==> src/rtl/hwpe_multi_subsystem.sv <==
// hwpe_multi_subsystem: hub hosting N_HWPE engines behind one cluster config slave
// and one shared wide TCDM master port, with event OR-ing and busy aggregation.
module hwpe_multi_subsystem #(
  parameter int N_HWPE        = 2,
  parameter int N_CORES       = 8,
  parameter int N_MASTER_PORT = 9,
  parameter int ID_WIDTH      = 8,
  parameter int SEL_LSB       = 10,
  parameter int MAX_OUTST     = 4
) (
  input  logic                                  clk_i,
  input  logic                                  rst_ni,
  // cluster config slave
  input  logic                                  cfg_req_i,
  output logic                                  cfg_gnt_o,
  input  logic [31:0]                           cfg_add_i,
  input  logic [31:0]                           cfg_wdata_i,
  input  logic                                  cfg_wen_i,
  input  logic [3:0]                            cfg_be_i,
  input  logic [ID_WIDTH-1:0]                   cfg_id_i,
  output logic                                  cfg_r_valid_o,
  output logic [31:0]                           cfg_r_rdata_o,
  output logic [ID_WIDTH-1:0]                   cfg_r_id_o,
  // per-engine config ports
  output logic [N_HWPE-1:0]                     eng_cfg_req_o,
  output logic [31:0]                           eng_cfg_add_o,
  output logic                                  eng_cfg_wen_o,
  output logic [3:0]                            eng_cfg_be_o,
  output logic [31:0]                           eng_cfg_wdata_o,
  output logic [ID_WIDTH-1:0]                   eng_cfg_id_o,
  input  logic [N_HWPE-1:0]                     eng_cfg_gnt_i,
  input  logic [N_HWPE-1:0]                     eng_cfg_r_valid_i,
  input  logic [N_HWPE*32-1:0]                  eng_cfg_r_rdata_i,
  input  logic [N_HWPE*ID_WIDTH-1:0]            eng_cfg_r_id_i,
  // per-engine TCDM ports
  input  logic [N_HWPE-1:0]                     eng_tcdm_req_i,
  input  logic [N_HWPE*32-1:0]                  eng_tcdm_add_i,
  input  logic [N_HWPE-1:0]                     eng_tcdm_wen_i,
  input  logic [N_HWPE*N_MASTER_PORT*4-1:0]     eng_tcdm_be_i,
  input  logic [N_HWPE*N_MASTER_PORT*32-1:0]    eng_tcdm_data_i,
  output logic [N_HWPE-1:0]                     eng_tcdm_gnt_o,
  output logic [N_HWPE-1:0]                     eng_tcdm_r_valid_o,
  output logic [N_MASTER_PORT*32-1:0]           eng_tcdm_r_data_o,
  // shared TCDM master port
  output logic                                  tcdm_req_o,
  input  logic                                  tcdm_gnt_i,
  output logic [31:0]                           tcdm_add_o,
  output logic                                  tcdm_wen_o,
  output logic [N_MASTER_PORT*4-1:0]            tcdm_be_o,
  output logic [N_MASTER_PORT*32-1:0]           tcdm_data_o,
  input  logic                                  tcdm_r_valid_i,
  input  logic [N_MASTER_PORT*32-1:0]           tcdm_r_data_i,
  // events and busy
  input  logic [N_HWPE*N_CORES*2-1:0]           eng_evt_i,
  output logic [N_CORES*2-1:0]                  evt_o,
  input  logic [N_HWPE-1:0]                     eng_busy_i,
  output logic                                  busy_o
);

  localparam int BW  = N_MASTER_PORT*32;
  localparam int BEW = N_MASTER_PORT*4;
  localparam int EW  = N_CORES*2;
  localparam int SW  = (N_HWPE > 1) ? $clog2(N_HWPE) : 1;
  localparam int OCW = $clog2(MAX_OUTST+1);

  localparam logic [SW:0]     N_HWPE_W  = (SW+1)'(N_HWPE);
  localparam logic [SW-1:0]   LAST_ENG  = SW'(N_HWPE-1);
  localparam logic [OCW-1:0]  OUTST_MAX = OCW'(MAX_OUTST);
  localparam logic [31:0]     ERR_DATA  = 32'hBADC_0FFE;

  typedef enum logic {CFG_IDLE, CFG_WAIT} cfg_state_t;
  typedef enum logic [1:0] {T_IDLE, T_OWN, T_DRAIN} tcdm_state_t;

  // ---------------------------------------------------------------------------
  // Config demux
  // ---------------------------------------------------------------------------
  cfg_state_t            cfg_state, cfg_state_next;
  logic [SW-1:0]         sel, sel_q;
  logic                  sel_ok;
  logic                  err_valid, err_valid_next;
  logic [ID_WIDTH-1:0]   err_id;

  assign sel    = cfg_add_i[SEL_LSB +: SW];
  assign sel_ok = ({1'b0, sel} < N_HWPE_W);

  assign eng_cfg_add_o   = cfg_add_i;
  assign eng_cfg_wen_o   = cfg_wen_i;
  assign eng_cfg_be_o    = cfg_be_i;
  assign eng_cfg_wdata_o = cfg_wdata_i;
  assign eng_cfg_id_o    = cfg_id_i;

  // Route a config request to the selected engine, or answer it locally when no engine is there
  always_comb begin
    cfg_state_next = cfg_state;
    cfg_gnt_o      = 1'b0;
    eng_cfg_req_o  = '0;
    err_valid_next = 1'b0;
    case (cfg_state)
      CFG_IDLE: begin
        if (cfg_req_i) begin
          if (sel_ok) begin
            eng_cfg_req_o[sel] = 1'b1;
            cfg_gnt_o          = eng_cfg_gnt_i[sel];
            if (eng_cfg_gnt_i[sel]) begin
              cfg_state_next = CFG_WAIT;
            end
          end else begin
            cfg_gnt_o      = 1'b1;
            err_valid_next = 1'b1;
          end
        end
      end
      CFG_WAIT: begin
        if (eng_cfg_r_valid_i[sel_q]) begin
          cfg_state_next = CFG_IDLE;
        end
      end
      default: cfg_state_next = CFG_IDLE;
    endcase
  end

  // Response path: local error reply takes the cycle after its grant, otherwise the engine in flight answers
  always_comb begin
    cfg_r_valid_o = 1'b0;
    cfg_r_rdata_o = '0;
    cfg_r_id_o    = '0;
    if (err_valid) begin
      cfg_r_valid_o = 1'b1;
      cfg_r_rdata_o = ERR_DATA;
      cfg_r_id_o    = err_id;
    end else if (cfg_state == CFG_WAIT) begin
      cfg_r_valid_o = eng_cfg_r_valid_i[sel_q];
      cfg_r_rdata_o = eng_cfg_r_rdata_i[sel_q*32 +: 32];
      cfg_r_id_o    = eng_cfg_r_id_i[sel_q*ID_WIDTH +: ID_WIDTH];
    end
  end

  // Config state, latched engine select and pending local error reply
  always_ff @(posedge clk_i) begin
    if (!rst_ni) begin
      cfg_state <= CFG_IDLE;
      sel_q     <= '0;
      err_valid <= 1'b0;
      err_id    <= '0;
    end else begin
      cfg_state <= cfg_state_next;
      err_valid <= err_valid_next;
      if (cfg_state == CFG_IDLE && cfg_req_i) begin
        sel_q  <= sel;
        err_id <= cfg_id_i;
      end
    end
  end

  // ---------------------------------------------------------------------------
  // TCDM ownership
  // ---------------------------------------------------------------------------
  tcdm_state_t     t_state, t_state_next;
  logic [SW-1:0]   owner, owner_next, owner_inc;
  logic [SW-1:0]   rr_ptr, rr_ptr_next;
  logic [SW-1:0]   pick;
  logic            pick_valid;
  logic [OCW-1:0]  outst, outst_next;
  logic            outst_full, outst_empty;
  logic            req_fire, rsp_fire;
  int              idx;

  assign owner_inc   = (owner == LAST_ENG) ? '0 : owner + 1'b1;
  assign outst_full  = (outst == OUTST_MAX);
  assign outst_empty = (outst == '0);

  assign tcdm_add_o        = eng_tcdm_add_i[owner*32 +: 32];
  assign tcdm_wen_o        = eng_tcdm_wen_i[owner];
  assign tcdm_be_o         = eng_tcdm_be_i[owner*BEW +: BEW];
  assign tcdm_data_o       = eng_tcdm_data_i[owner*BW +: BW];
  assign eng_tcdm_r_data_o = tcdm_r_data_i;

  // Round-robin search: first requesting engine at or after rr_ptr, wrapping around
  always_comb begin
    pick       = rr_ptr;
    pick_valid = 1'b0;
    idx        = 0;
    for (int k = 0; k < N_HWPE; k++) begin
      idx = int'(rr_ptr) + k;
      if (idx >= N_HWPE) begin
        idx = idx - N_HWPE;
      end
      if (!pick_valid && eng_tcdm_req_i[idx]) begin
        pick_valid = 1'b1;
        pick       = SW'(idx);
      end
    end
  end

  // Ownership FSM: arbitrate, let the owner drive the port, then drain its responses before handing over
  always_comb begin
    t_state_next       = t_state;
    owner_next         = owner;
    rr_ptr_next        = rr_ptr;
    tcdm_req_o         = 1'b0;
    eng_tcdm_gnt_o     = '0;
    eng_tcdm_r_valid_o = '0;
    case (t_state)
      T_IDLE: begin
        if (pick_valid) begin
          owner_next   = pick;
          t_state_next = T_OWN;
        end
      end
      T_OWN: begin
        tcdm_req_o                = eng_tcdm_req_i[owner] & ~outst_full;
        eng_tcdm_gnt_o[owner]     = tcdm_req_o & tcdm_gnt_i;
        eng_tcdm_r_valid_o[owner] = tcdm_r_valid_i & ~outst_empty;
        if (!(eng_tcdm_req_i[owner] | eng_busy_i[owner])) begin
          t_state_next = T_DRAIN;
        end
      end
      T_DRAIN: begin
        eng_tcdm_r_valid_o[owner] = tcdm_r_valid_i & ~outst_empty;
        if (outst_empty) begin
          t_state_next = T_IDLE;
          rr_ptr_next  = owner_inc;
        end
      end
      default: t_state_next = T_IDLE;
    endcase
  end

  assign req_fire = tcdm_req_o & tcdm_gnt_i;
  assign rsp_fire = tcdm_r_valid_i & ~outst_empty;

  // Outstanding counter: a grant and a response in the same cycle cancel out; stray responses are dropped
  always_comb begin
    outst_next = outst;
    case ({req_fire, rsp_fire})
      2'b10:   outst_next = outst + 1'b1;
      2'b01:   outst_next = outst - 1'b1;
      default: outst_next = outst;
    endcase
  end

  // TCDM state, owner, round-robin pointer and outstanding count
  always_ff @(posedge clk_i) begin
    if (!rst_ni) begin
      t_state <= T_IDLE;
      owner   <= '0;
      rr_ptr  <= '0;
      outst   <= '0;
    end else begin
      t_state <= t_state_next;
      owner   <= owner_next;
      rr_ptr  <= rr_ptr_next;
      outst   <= outst_next;
    end
  end

  // ---------------------------------------------------------------------------
  // Events and busy
  // ---------------------------------------------------------------------------

  // Any engine raising an event line raises it towards the cores
  always_comb begin
    evt_o = '0;
    for (int i = 0; i < N_HWPE; i++) begin
      evt_o = evt_o | eng_evt_i[i*EW +: EW];
    end
  end

  // Busy when any engine is busy or the hub still holds a config or TCDM transaction
  always_ff @(posedge clk_i) begin
    if (!rst_ni) begin
      busy_o <= 1'b0;
    end else begin
      busy_o <= (|eng_busy_i) | (t_state != T_IDLE) | (cfg_state == CFG_WAIT);
    end
  end

endmodule

==> config.mk <==
export PLATFORM = sky130hd
export DESIGN_NAME = hwpe_multi_subsystem
export DESIGN_NICKNAME = d
export VERILOG_FILES = /design/src/rtl/hwpe_multi_subsystem.sv
export SDC_FILE = /design/constraint.sdc
export NUM_CORES = 1
export LEC_CHECK = 0
export ABC_AREA = 1
export BUFFER_PORTS_ARGS = -buffer_cell sky130_fd_sc_hd__buf_2
export CAP_MARGIN = 15
export CELL_PAD_IN_SITES_DETAIL_PLACEMENT = 1
export CELL_PAD_IN_SITES_GLOBAL_PLACEMENT = 1
export CORE_AREA = 2 2 782 784
export DETAILED_ROUTE_END_ITERATION = 10
export DIE_AREA = 0 0 784 786
export PLACE_DENSITY = 0.3
export SYNTH_ARGS = -nofsm -noshare
export SYNTH_HDL_FRONTEND = slang
export SYNTH_SLANG_ARGS = --single-unit
==> constraint.sdc <==
create_clock -name clk_i -period 2.05 [get_ports clk_i]
set_input_delay 0.41 -clock clk_i [delete_from_list [all_inputs] [get_ports clk_i]]
set_output_delay 0.41 -clock clk_i [all_outputs]
set_load 0.02 [all_outputs]
==> Word level (Yosys, flattened, before mapping) <==
Index checks and enable logic that the tools add are counted.
{ "op_classes": {"addsub": 6, "multipliers": 2, "order_cmp": 9, "n_eq_ne": 8, "shift": 5, "muxes": 46, "bitwise": 13, "n_reduce_logical": 14} }
{ "ops": {"columns": ["op", "count"], "rows": [
  ["$shiftx A576 B11 Y288", 1],
  ["$shiftx A64 B7 Y32", 2],
  ["$mux W32", 3],
  ["$shiftx A72 B8 Y36", 1],
  ["$lt A32 B3 Y1 const B", 2],
  ["$mux W1", 30],
  ["$or A16 B16 Y16", 1],
  ["$shiftx A16 B5 Y8", 1],
  ["$mux W2", 7],
  ["$mul A1 B4 Y5 const B", 2],
  ["$mux W8", 1],
  ["$lt A1 B2 Y1 const B", 3],
  ["$ne A2 B2 Y1 const B", 3],
  ["$pmux W2 S3", 1],
  ["$pmux W3 S2", 1],
  ["$and A1 B1 Y1", 4],
  ["$and A2 B2 Y2", 2],
  ["$eq A2 B1 Y1 const B", 2],
  ["$eq A2 B2 Y1 const B", 2],
  ["$logic_and A1 B1 Y1", 4],
  ["$reduce_and A2 Y1", 2],
  ["$reduce_bool A2 Y1", 2],
  ["$reduce_or A2 Y1", 2],
  ["$add A3 B1 Y3 const B", 1],
  ["other kinds (17)", 23]
]} }
{ "totals": {"ff_bits": 10, "inputBits": 1204, "out_inout_bits": 788, "word_cells": 110} }

==> Longest topological paths before layout <==
Gate-level depths: netlist of the first run.
{ "depth": {"word_depth": 11, "ltp_mapped": 13, "mapped_depth_nobuf": 12} }

==> Worst setup path before layout of the first run <==
Ideal clock, no wire load.
{ "synth_timing": {"path_type": "reg-to-reg", "start": "reg t_state[1]", "end": "reg outst[1]", "setup_ps": 64, "arrival_ps": 1882, "required_time_ps": 1986, "slack_ps": 104, "stages_incl_launch_ff": 12, "path_buffers": 0, "period_less_slack_ps": 1946, "cell_sequence": "dfxtp_1 -> inv_1 -> ha_1 -> nand3_2 -> a21oi_2 -> nand2_2 -> ha_1 -> inv_1 -> fa_1 -> nor2_1 -> a21oi_1 -> nor2_1"} }
{ "synth_between": {"elab_chain_len": 5, "elab_cells_between_ends": 7, "classes_between": "eq/ne: 3; mux: 2; bitwise: 1; reduce/logical: 1"} }
{ "synth_rtl": {"columns": ["item", "line_no", "rtl"], "rows": [
  ["from (decl)", "158", "tcdm_state_t t_state, t_state_next;"],
  ["from (signal assigned)", "250", "t_state <= t_state_next;"],
  ["$eq A2 B1 Y1 (*)", "203", "case (t_state)"],
  ["$mux W1 (*)", "203", null],
  ["via tcdm_req_o", "45", "output logic tcdm_req_o,"],
  ["$and A1 B1 Y1 (*)", "229", "assign req_fire = tcdm_req_o & tcdm_gnt_i;"],
  ["$eq A2 B1 Y1 / $eq A2 B2 Y1 (equally long branches)", "235", "case ({req_fire, rsp_fire})"],
  ["$pmux W3 S2 / $reduce_bool A2 Y1 (equally long branches)", null, null],
  ["to (signal assigned)", "253", "outst <= outst_next;"],
  ["to (decl)", "163", "logic [OCW-1:0] outst, outst_next;"]
]} }
Mark *: on every way through the listed nets, which the timed path passes. The rest lies on a longest branch.
A chain may end at the register's enable or synchronous reset.

==> Final worst setup path of the first run <==
{ "layout_timing": {"start": "reg owner", "end": "out tcdm_data_o[0]"} }
{ "layout_between": {"elab_chain_len": 2} }
{ "layout_rtl": {"columns": ["item", "line_no", "rtl"], "rows": [
  ["from (decl)", "159", "logic [SW-1:0] owner, owner_next, owner_inc;"],
  ["from (signal assigned)", "251", "owner <= owner_next;"],
  ["$mul A1 B4 Y5", "175", "assign tcdm_data_o = eng_tcdm_data_i[owner*BW +: BW];"],
  ["$shiftx A576 B11 Y288", "175", null],
  ["to (decl)", "50", "output logic [N_MASTER_PORT*32-1:0] tcdm_data_o,"]
]} }
No other way between the ends.

==> results of run 1 <==
## cells in the final DEF (no fill, tap or decap), types with 2 or more instances in the layout
| cell type | instances |
|---|---|
| nand2_1 | 679 |
| buf_8 | 21 |
| buf_12 | 252 |
| buf_6 | 144 |
| buf_16 | 46 |
| a21oi_1 | 7 |
| dfxtp_2 | 2 |
| nand2_8 | 24 |
| o21ai_0 | 43 |
| clkbuf_4 | 5 |
| nand3_1 | 4 |
| nand2_2 | 243 |
| buf_4 | 107 |
| nor2_1 | 90 |
| or2_2 | 16 |
| buf_2 | 961 |
| nand4_1 | 2 |
| nor2_4 | 3 |
| ha_1 | 3 |
| dfxtp_1 | 7 |
| o21ai_1 | 2 |
| inv_1 | 16 |
| clkbuf_16 | 24 |
| diode_2 | 67 |
| nand2_4 | 144 |
## kinds of logic after synthesis
logic type                 share of synthesized area, %
AOI/OAI and AO/OA                                  3.48
adders and majority gates                         0.832
buffers and inverters                              38.7
DFF                                                2.38
muxes                                             0.119
and+or+nand+nor                                    54.5
## timing repair
| action | CTS | global route |
|---|---|---|
| cloned | 32 | 21 |
| setup endpoints to repair | 364 | 364 |
| gates resized for setup | 678 | 412 |
| pin swaps | 40 | 54 |
| buffers inserted | 53 | 29 |
## power groups by stage
stage / clock, µW / combinational [µW] / sequential (µW)
after global routing: 425 / 22900 / 292
after floorplan: 0 / 5530 / 274
after CTS: 421 / 21000 / 286
final: 389 / 21800 / 285
after global placement: 0 / 17200 / 302
after detailed placement: 0 / 17100 / 300
## worst min-delay path by stage
stage / start / end / slack (ns) / cells past startpoint
2_1_floorplan: rr_ptr$_SDFFE_PN0P_ / rr_ptr$_SDFFE_PN0P_ / 0.44 / 2
3_3_place_gp: rr_ptr$_SDFFE_PN0P_ / rr_ptr$_SDFFE_PN0P_ / 0.49 / 2
3_5_place_dp: rr_ptr$_SDFFE_PN0P_ / rr_ptr$_SDFFE_PN0P_ / 0.48 / 2
4_1_cts: cfg_req_i / sel_q$_SDFFE_PN0P_ / 0.45 / 3
5_1_grt: cfg_req_i / sel_q$_SDFFE_PN0P_ / 0.48 / 3
6_report: cfg_req_i / sel_q$_SDFFE_PN0P_ / 0.46 / 3
## metal layers
| layer | up-vias | GRT usage (%) | wire length [µm] |
|---|---|---|---|
| met3 | 394 | 13.6 | 95000 |
| met2 | 1936 | 18.1 | 165000 |
| met1 | 7518 | 9.71 | 109000 |
| met5 | - | 0.481 | 665 |
| met4 | 42 | 1.76 | 8390 |
| li1 | 7198 | - | - |
## registers in the layout, indices dropped and copies added (netlist names)
| name | cells |
|---|---|
| rr_ptr | 1 |
| owner | 1 |
| busy_o | 1 |
| outst | 3 |
| t_state | 2 |
| sel_q | 1 |
| cfg_state | 1 |
## critical path: cells and delay by family, from the launching register on
kind	cells	cell delay (ns)
and+or+nand+nor	2	0.13
buffers and inverters	8	1.06
DFF	1	0.40
## area by class of cell
type	count	area, µm²
sequential	10	206
fill	73000	576000
clock buffer	4	78.8
inverter	19	81.3
timing repair buffer	1558	14500
multi-input combinational	1269	7090
antenna	67	168
tap	8092	10100
## metrics by stage
stage,hold slack [ns],setup WS [ns],cells
6_report,0.464,-0.261,11000
5_1_grt,0.476,-0.326,11000
4_1_cts,0.451,-0.306,10900
3_5_place_dp,0.480,-0.408,10800
3_3_place_gp,0.493,-0.450,10800
2_1_floorplan,0.443,0.104,1755
==> results.sh, run 1 <==
export IMPL_synth_cell_type_count=23
export IMPL_ys_ff_latch=10
export IMPL_firstDrtPassIters=5
export IMPL_rsz0062_at_grt="true"
export IMPL_worstReg2RegStart="owner$_SDFFE_PN0P_"
export IMPL_cp_required_ns=1.64
export IMPL_grt_first_pass_wirelength_um=412000
export IMPL_yosysMostFrequentCell="nand2_1"
export IMPL_switching_share_pct=58.0
export IMPL_period_minus_slack_ns=2.31
export IMPL_tightest_slew_ns=0.430
export IMPL_num_rows=287
export IMPL_clock_skew_ns=0.000558
export IMPL_fin_nets=4070
export IMPL_numCtsBuffers=3
export IMPL_synth_top_area_share_pct=48.5
export IMPL_synth_top_cells_by_count="nand2_1, buf_4, nor2_1, buf_2, o21ai_0"
export IMPL_h_tree_depth=1
export IMPL_track_usage_pct=11.6
export IMPL_ys_seq_area_share_pct=2.38
export IMPL_crit_chain="inv_8 -> buf_16 -> buf_16 -> buf_16 -> buf_12 -> buf_12 -> buf_16 -> nand2_2 -> nand2_2 -> buf_6"
export IMPL_start_util_pct=1.38
export IMPL_p_clk_share_pct=1.7
export IMPL_grt_start_max_net_pins=39
export IMPL_reg2reg_slack_ns=-0.03
export IMPL_slew_headroom_pct=71.6
export IMPL_wl_per_cell_um=34.3
export IMPL_drive_above_1_share_pct=70.0
export IMPL_synth_cells=1755
export IMPL_cts_buffer_depth=2
export IMPL_p_int_uw=9430
export IMPL_crit_path_top_delay_cell="dfxtp_4"
export IMPL_cp_start_kind="flip-flop"
export IMPL_tns_ns=-56.30
export IMPL_hold_buffers=0
export IMPL_finalInstanceArea_um2=32200
export IMPL_outcome="finished with violations"
export IMPL_route_detailed_drc=0
export IMPL_fin_crit_sh_pct=113
export IMPL_clk_pin_slew_worst_paths_ns=0.05
export IMPL_power_share_combinational_pct=97.0
export IMPL_final_hold_viol_count=0
export IMPL_die_w_um=784
export IMPL_port_buffers=1263
export IMPL_hold_class="in -> reg"
export IMPL_power_density_nw_per_um2=697
export IMPL_synth_edff_count=0
export IMPL_dpl_hpwl_um=352000
export IMPL_worstSetupEndpoint="tcdm_data_o[0]"
export IMPL_syn_num_nets=2964
export IMPL_maxSlewViolCount=0
export IMPL_grt_overflow=0
export IMPL_post_route_util_pct=5.29
export IMPL_grt_pass1_vias=17000
export IMPL_antenna_found_initial=198
export IMPL_async_flop_share_pct=0
export IMPL_routed_via_density=1.55
export IMPL_reg2reg_depth=13
export IMPL_num_io_pins=1992
export IMPL_yosys_warnings=0
export IMPL_critPathMaxFanout=9
export IMPL_cts_tree="yes"
export IMPL_avgSynthCellArea_um2=4.80
export IMPL_die_area_um2=616000
export IMPL_gp_congestion=0.945
export IMPL_fmax_mhz=433
export IMPL_ys_top_cells_by_area="nand2_1, buf_4, nor2_1, buf_2, o21ai_0"
export IMPL_finalSetupViolCount=355
export IMPL_seqPwrFrac_pct=1.3
export IMPL_timing_rr_end="outst[2]$_SDFFE_PN0P_"
export IMPL_slowest_delay_ns=0.40
export IMPL_vdd_ir_drop_worst_mv=0.212
export IMPL_cp_end_kind="output port"
export IMPL_drtIter0Drc=950
export IMPL_critPathKind="reg -> out"
export IMPL_total_power_uw=22500
export IMPL_postPlaceCellArea_um2=26300
export IMPL_die_h_um=786
export IMPL_cts_root_buf="clkbuf_16"
export IMPL_timing_critical_path_from="owner$_SDFFE_PN0P_"
export IMPL_syn_cell_area_um2=8420
export IMPL_p_switching_uw=13000
export IMPL_clock_latency_ns=0.25
export IMPL_crit_arrival_ns=1.90
export IMPL_coreArea_um2=609000
export IMPL_via_count=17100
export IMPL_ant_nets=0
export IMPL_p_leak_uw=0.0127
export IMPL_syn2layout_area_growth_pct=282
export IMPL_routed_wirelength_um=378000
export IMPL_fin_ws_ns=-0.261
export IMPL_maxCapViolations=0
export IMPL_cp_common_cell="buf_16"
export IMPL_violations="setup timing"
export IMPL_ys_flop_type="dfxtp_1"
export IMPL_synth_largest_area_cell="nand2_1"
export IMPL_numClockSinks=10
Power figures use the tool's default switching activity.
==> run 2, diff against run 1 <==
--- a/config.mk
+++ b/config.mk
@@ -13,7 +13,7 @@
 export CORE_AREA = 2 2 782 784
 export DETAILED_ROUTE_END_ITERATION = 10
 export DIE_AREA = 0 0 784 786
-export PLACE_DENSITY = 0.3
+export PLACE_DENSITY_LB_ADDON = 0.15
 export SYNTH_ARGS = -nofsm -noshare
 export SYNTH_HDL_FRONTEND = slang
 export SYNTH_SLANG_ARGS = --single-unit
==> results.sh, run 2 (synthesis results as in run 1) <==
export IMPL_coreArea_um2=609000
export IMPL_layout_commonest_cell="buf_2"
export IMPL_numCtsBuffers=3
export IMPL_clock_skew_ns=0.00175
export IMPL_firstDrtPassIters=5
export IMPL_clk_pin_slew_worst_paths_ns=0.05
export IMPL_start_util_pct=1.38
export IMPL_route_detailed_drc=0
export IMPL_clock_latency_ns=0.25
export IMPL_die_w_um=784
export IMPL_critPathMaxFanout=6
export IMPL_reg2reg_depth=14
export IMPL_rsz0062_at_grt="true"
export IMPL_num_io_pins=1992
export IMPL_p_leak_uw=0.0135
export IMPL_fin_ws_ns=-0.308
export IMPL_top_regs="outst (3), t_state (2)"
export IMPL_routed_via_density=1.58
export IMPL_critPathKind="reg -> out"
export IMPL_antenna_found_initial=227
export IMPL_cts_root_buf="clkbuf_16"
export IMPL_syn2layout_area_growth_pct=308
export IMPL_seq_area_um2=206
export IMPL_grt_start_max_net_pins=38
export IMPL_wl_per_cell_um=31.2
export IMPL_hold_class="in -> reg"
export IMPL_grt_pass1_vias=17700
export IMPL_via_count=17600
export IMPL_hold_ws_ns=0.478
export IMPL_cp_buffers_inverters=7
export IMPL_crit_arrival_ns=1.95
export IMPL_ant_nets=0
export IMPL_die_area_um2=616000
export IMPL_tightest_slew_ns=0.497
export IMPL_grt_first_pass_wirelength_um=380000
export IMPL_die_h_um=786
export IMPL_cts_buffer_depth=2
export IMPL_fmax_mhz=424
export IMPL_violations="setup timing"
export IMPL_fin_nets=4144
export IMPL_track_usage_pct=10.5
export IMPL_power_density_nw_per_um2=685
export IMPL_crit_chain="inv_8 -> buf_16 -> buf_16 -> buf_12 -> buf_8 -> buf_12 -> nand2_1 -> nand2_1 -> buf_2"
export IMPL_largest_register_ffs=3
export IMPL_gp_congestion=0.950
export IMPL_maxCapViolations=0
export IMPL_slowest_delay_ns=0.39
export IMPL_grt_overflow=0
export IMPL_slew_headroom_pct=66.5
export IMPL_finalSetupViolCount=356
export IMPL_drive_above_1_share_pct=73.2
export IMPL_cp_num_cells=9
export IMPL_num_rows=287
export IMPL_cp_end_kind="output port"
export IMPL_cp_required_ns=1.64
export IMPL_final_hold_viol_count=0
export IMPL_hold_buffers=0
export IMPL_outcome="finished with violations"
export IMPL_critical_path_top_delay_family="buffers and inverters"
export IMPL_tns_ns=-59.42
export IMPL_crit_path_top_delay_cell="dfxtp_4"
export IMPL_layout_common_cells="buf_2, nand2_1, buf_12"
export IMPL_h_tree_depth=1
export IMPL_numClockSinks=10
export IMPL_cts_tree="yes"
export IMPL_drtIter0Drc=951
export IMPL_dpl_hpwl_um=322000
export IMPL_cp_start_kind="flip-flop"
export IMPL_period_minus_slack_ns=2.36
export IMPL_routed_wirelength_um=348000
export IMPL_port_buffers=1263
export IMPL_vdd_ir_drop_worst_mv=0.249
export IMPL_maxSlewViolCount=0
export IMPL_filler_cell_count=72700
export IMPL_whs_path_depth=3
export IMPL_fin_crit_sh_pct=115
export IMPL_preCtsSetupSlack_ns=-1.04
export IMPL_multi_input_area_um2=8460
export IMPL_regMostFlops="outst"
[run 2: path summary, 6_finish.rpt]
kind | startpoint | endpoint | slack [ns]
worst max-delay path | owner$_SDFFE_PN0P_ | tcdm_data_o[21] | -0.31
worst min-delay path | cfg_req_i | sel_q$_SDFFE_PN0P_ | 0.48
worst min register to register | rr_ptr$_SDFFE_PN0P_ | rr_ptr$_SDFFE_PN0P_ | 0.49
worst max register to register | owner$_SDFFE_PN0P_ | outst[2]$_SDFFE_PN0P_ | -0.12
[run 2: report_power, final]
part,total (µW),internal [µW],switching (µW)
Combinational,22900,9640,13200
Clock,424,297,127
Sequential,293,247,45.8
Total,23600,10200,13400
[run 2: layout make-up]
class	count	area share, %
antenna	116	0.844
timing repair buffer	1632	44.0
clock buffer	4	0.258
tap	8092	29.4
inverter	19	0.229
sequential	10	0.600
multi-input combinational	1269	24.6
[run 2: tightest hold or removal path, stage by stage]
cell	delay [ns]
buf_2	0.11
nand2_1	0.10
a211oi_1	0.08
[run 2: timing repair]
action / 4_1_cts / 5_1_grt
pin swaps: 64 / 144
endpoints found under the setup margin: 361 / 364
gates cloned: 17 / 23
buffers inserted: 55 / 91
gates resized for setup: 593 / 825
[run 2: per-stage QoR]
step	cell area, µm²	instances	utilization [%]	total power, µW
global route	34200	11000	5.61	24900
global placement	27200	10900	4.47	18500
finish	34400	11100	5.65	23600
floorplan	8420	1755	-	5800
detailed placement	27200	10900	4.47	18300
CTS	30400	11000	4.99	21600
[run 2: per-layer routing]
| metal | up-vias | GRT usage (%) | share of wire [%] |
|---|---|---|---|
| met2 | 1775 | 16.9 | 45 |
| met3 | 461 | 10.5 | 22 |
| met4 | 56 | 1.90 | 2.5 |
| li1 | 7401 | - | - |
| met1 | 7955 | 9.45 | 31 |
| met5 | - | 0.311 | 0.21 |
==> run 3, diff against run 2 <==
==> constraint.sdc (replaced) <==
create_clock -name clk_i -period 2.4 [get_ports clk_i]
set_input_delay 0.48 -clock clk_i [delete_from_list [all_inputs] [get_ports clk_i]]
set_output_delay 0.48 -clock clk_i [all_outputs]
set_load 0.02 [all_outputs]
==> results.sh, run 3 (synthesis results as in run 1) <==
export IMPL_period_minus_slack_ns=2.41
export IMPL_critPathMaxFanout=23
export IMPL_numCtsBuffers=3
export IMPL_crit_arrival_ns=1.93
export IMPL_grt_pass1_vias=17000
export IMPL_vdd_ir_drop_worst_mv=0.266
export IMPL_reg2reg_slack_ns=0.16
export IMPL_dpl_hpwl_um=314000
export IMPL_via_count=16900
export IMPL_gp_congestion=0.947
export IMPL_p_clk_share_pct=2.3
export IMPL_multi_input_area_um2=5370
export IMPL_cp_end_kind="output port"
export IMPL_p_leak_uw=0.0110
export IMPL_seqPwrFrac_pct=1.6
export IMPL_antenna_found_initial=213
export IMPL_min_to="rr_ptr$_SDFFE_PN0P_"
export IMPL_coreArea_um2=609000
export IMPL_layout_commonest_cell="buf_2"
export IMPL_drive_above_1_share_pct=57.3
export IMPL_grt_start_max_net_pins=49
export IMPL_seq_area_um2=206
export IMPL_ant_nets=0
export IMPL_clock_skew_ns=0.00422
export IMPL_worstReg2RegStart="owner$_SDFFE_PN0P_"
export IMPL_hold_ws_ns=0.474
export IMPL_power_density_nw_per_um2=553
export IMPL_power_share_combinational_pct=96.1
export IMPL_fin_nets=3971
export IMPL_grt_overflow=0
export IMPL_num_rows=287
export IMPL_firstDrtPassIters=5
export IMPL_slew_headroom_pct=71.1
export IMPL_p_switching_uw=9440
export IMPL_numClockSinks=10
export IMPL_violations="setup timing"
export IMPL_drtIter0Drc=1091
export IMPL_rsz0062_at_grt="true"
export IMPL_cts_root_buf="clkbuf_16"
export IMPL_wl_per_cell_um=30.1
export IMPL_finalSetupViolCount=1
export IMPL_fin_ws_ns=-0.0111
export IMPL_fin_cells=11000
export IMPL_port_buffers=1263
export IMPL_tns_ns=-0.0111
export IMPL_syn2layout_area_growth_pct=227
export IMPL_largest_register_ffs=3
export IMPL_cts_buffer_depth=2
export IMPL_maxSlewViolCount=0
export IMPL_preCtsSetupSlack_ns=-0.540
export IMPL_routed_via_density=1.54
export IMPL_tightest_slew_ns=0.437
export IMPL_maxCapViolations=0
export IMPL_route_detailed_drc=0
export IMPL_whs_path_depth=2
export IMPL_die_h_um=786
export IMPL_track_usage_pct=10.1
export IMPL_clk_pin_slew_worst_paths_ns=0.05
export IMPL_start_util_pct=1.38
export IMPL_timing_rr_end="outst[2]$_SDFFE_PN0P_"
export IMPL_switching_share_pct=62.1
export IMPL_cp_required_ns=1.92
export IMPL_fmax_mhz=415
export IMPL_fin_crit_sh_pct=100
export IMPL_die_w_um=784
export IMPL_num_io_pins=1992
export IMPL_outcome="finished with violations"
export IMPL_cts_tree="yes"
export IMPL_critPathKind="reg -> out"
export IMPL_hold_class="reg -> reg"
export IMPL_final_hold_viol_count=0
export IMPL_grt_first_pass_wirelength_um=366000
export IMPL_regMostFlops="outst"
export IMPL_hold_path_startpoint="rr_ptr$_SDFFE_PN0P_"
export IMPL_clock_latency_ns=0.24
export IMPL_cp_start_kind="flip-flop"
export IMPL_filler_cell_count=73300
export IMPL_top_regs="outst (3), t_state (2)"
export IMPL_h_tree_depth=1
export IMPL_dp_cells=10800
export IMPL_die_area_um2=616000
export IMPL_total_power_uw=15200
export IMPL_p_int_uw=5770
export IMPL_reg2reg_depth=13
export IMPL_layout_common_cells="buf_2, nand2_1, buf_12"
export IMPL_routed_wirelength_um=330000
[run 3: cell count changes in the layout (fill, tap and decap cells not counted), moves of 14 or more]
cell / previous run / this run
nand2_2: 184 / 62
diode_2: 116 / 102
buf_16: 32 / 15
nand2_4: 209 / 27
buf_8: 42 / 1
buf_6: 154 / 22
nand2_8: 85 / 1
buf_12: 276 / 200
nand2_1: 612 / 1000
buf_2: 970 / 1074
clkbuf_16: 21 / 6
[run 3: worst max-delay path by stage]
stage                       start                     to  slack [ns]  cells after the start
2_1_floorplan   eng_tcdm_req_i[1]  outst[1]$_SDFFE_PN0P_        0.44                     11
3_3_place_gp   owner$_SDFFE_PN0P_  outst[2]$_SDFFE_PN0P_       -0.89                     12
3_5_place_dp   owner$_SDFFE_PN0P_  outst[2]$_SDFFE_PN0P_       -0.54                     12
4_1_cts        owner$_SDFFE_PN0P_       tcdm_data_o[125]       -0.10                      8
5_1_grt        owner$_SDFFE_PN0P_        tcdm_data_o[36]       -0.06                      7
6_report       owner$_SDFFE_PN0P_        tcdm_data_o[42]       -0.01                      7
[run 3: metrics by stage]
stage	utilization, %	cell area (µm²)
2_1_floorplan	-	8420
3_3_place_gp	4.23	25700
3_5_place_dp	4.23	25700
4_1_cts	4.39	26700
5_1_grt	4.49	27300
6_report	4.52	27500
[run 3: power by group through the flow]
| stage | combinational [µW] | clock [µW] | sequential [µW] |
|---|---|---|---|
| 3_5_place_dp | 14100 | 0 | 268 |
| 3_3_place_gp | 14300 | 0 | 267 |
| 6_report | 14600 | 349 | 251 |
| 4_1_cts | 15000 | 359 | 264 |
| 5_1_grt | 15600 | 366 | 258 |
| 2_1_floorplan | 4720 | 0 | 234 |
[run 3: area by class of cell]
cell class | instances | area share (%)
antenna | 102 | 0.928
clock buffer | 4 | 0.323
inverter | 19 | 0.287
multi-input combinational | 1269 | 19.5
sequential | 10 | 0.750
tap | 8092 | 36.8
timing repair buffer | 1459 | 41.4
[run 3: repair_timing]
item / in CTS / in global routing
hold endpoints to repair: 0 / 0
pin swaps: 2 / 12
setup buffers: 13 / 15
hold buffers: 0 / 0
setup endpoints to repair: 77 / 108
cloned: 9 / 4
resized for setup: 156 / 70
[run 3: critical path, stage by stage, from the launching register on]
cell and delay (ns):
dfxtp_4 0.39, buf_12 0.12, buf_4 0.11, buf_12 0.17
bufbuf_16 0.40, nand2_1 0.07, nand2_1 0.09, buf_2 0.22
[run 3: per-layer routing]
layer | up-vias | track usage (%) | share of wire [%]
li1 | 7007 | - | -
met1 | 7618 | 8.93 | 30
met2 | 1738 | 15.9 | 44
met3 | 468 | 10.6 | 22
met4 | 50 | 2.14 | 3.0
met5 | - | 0.644 | 0.27
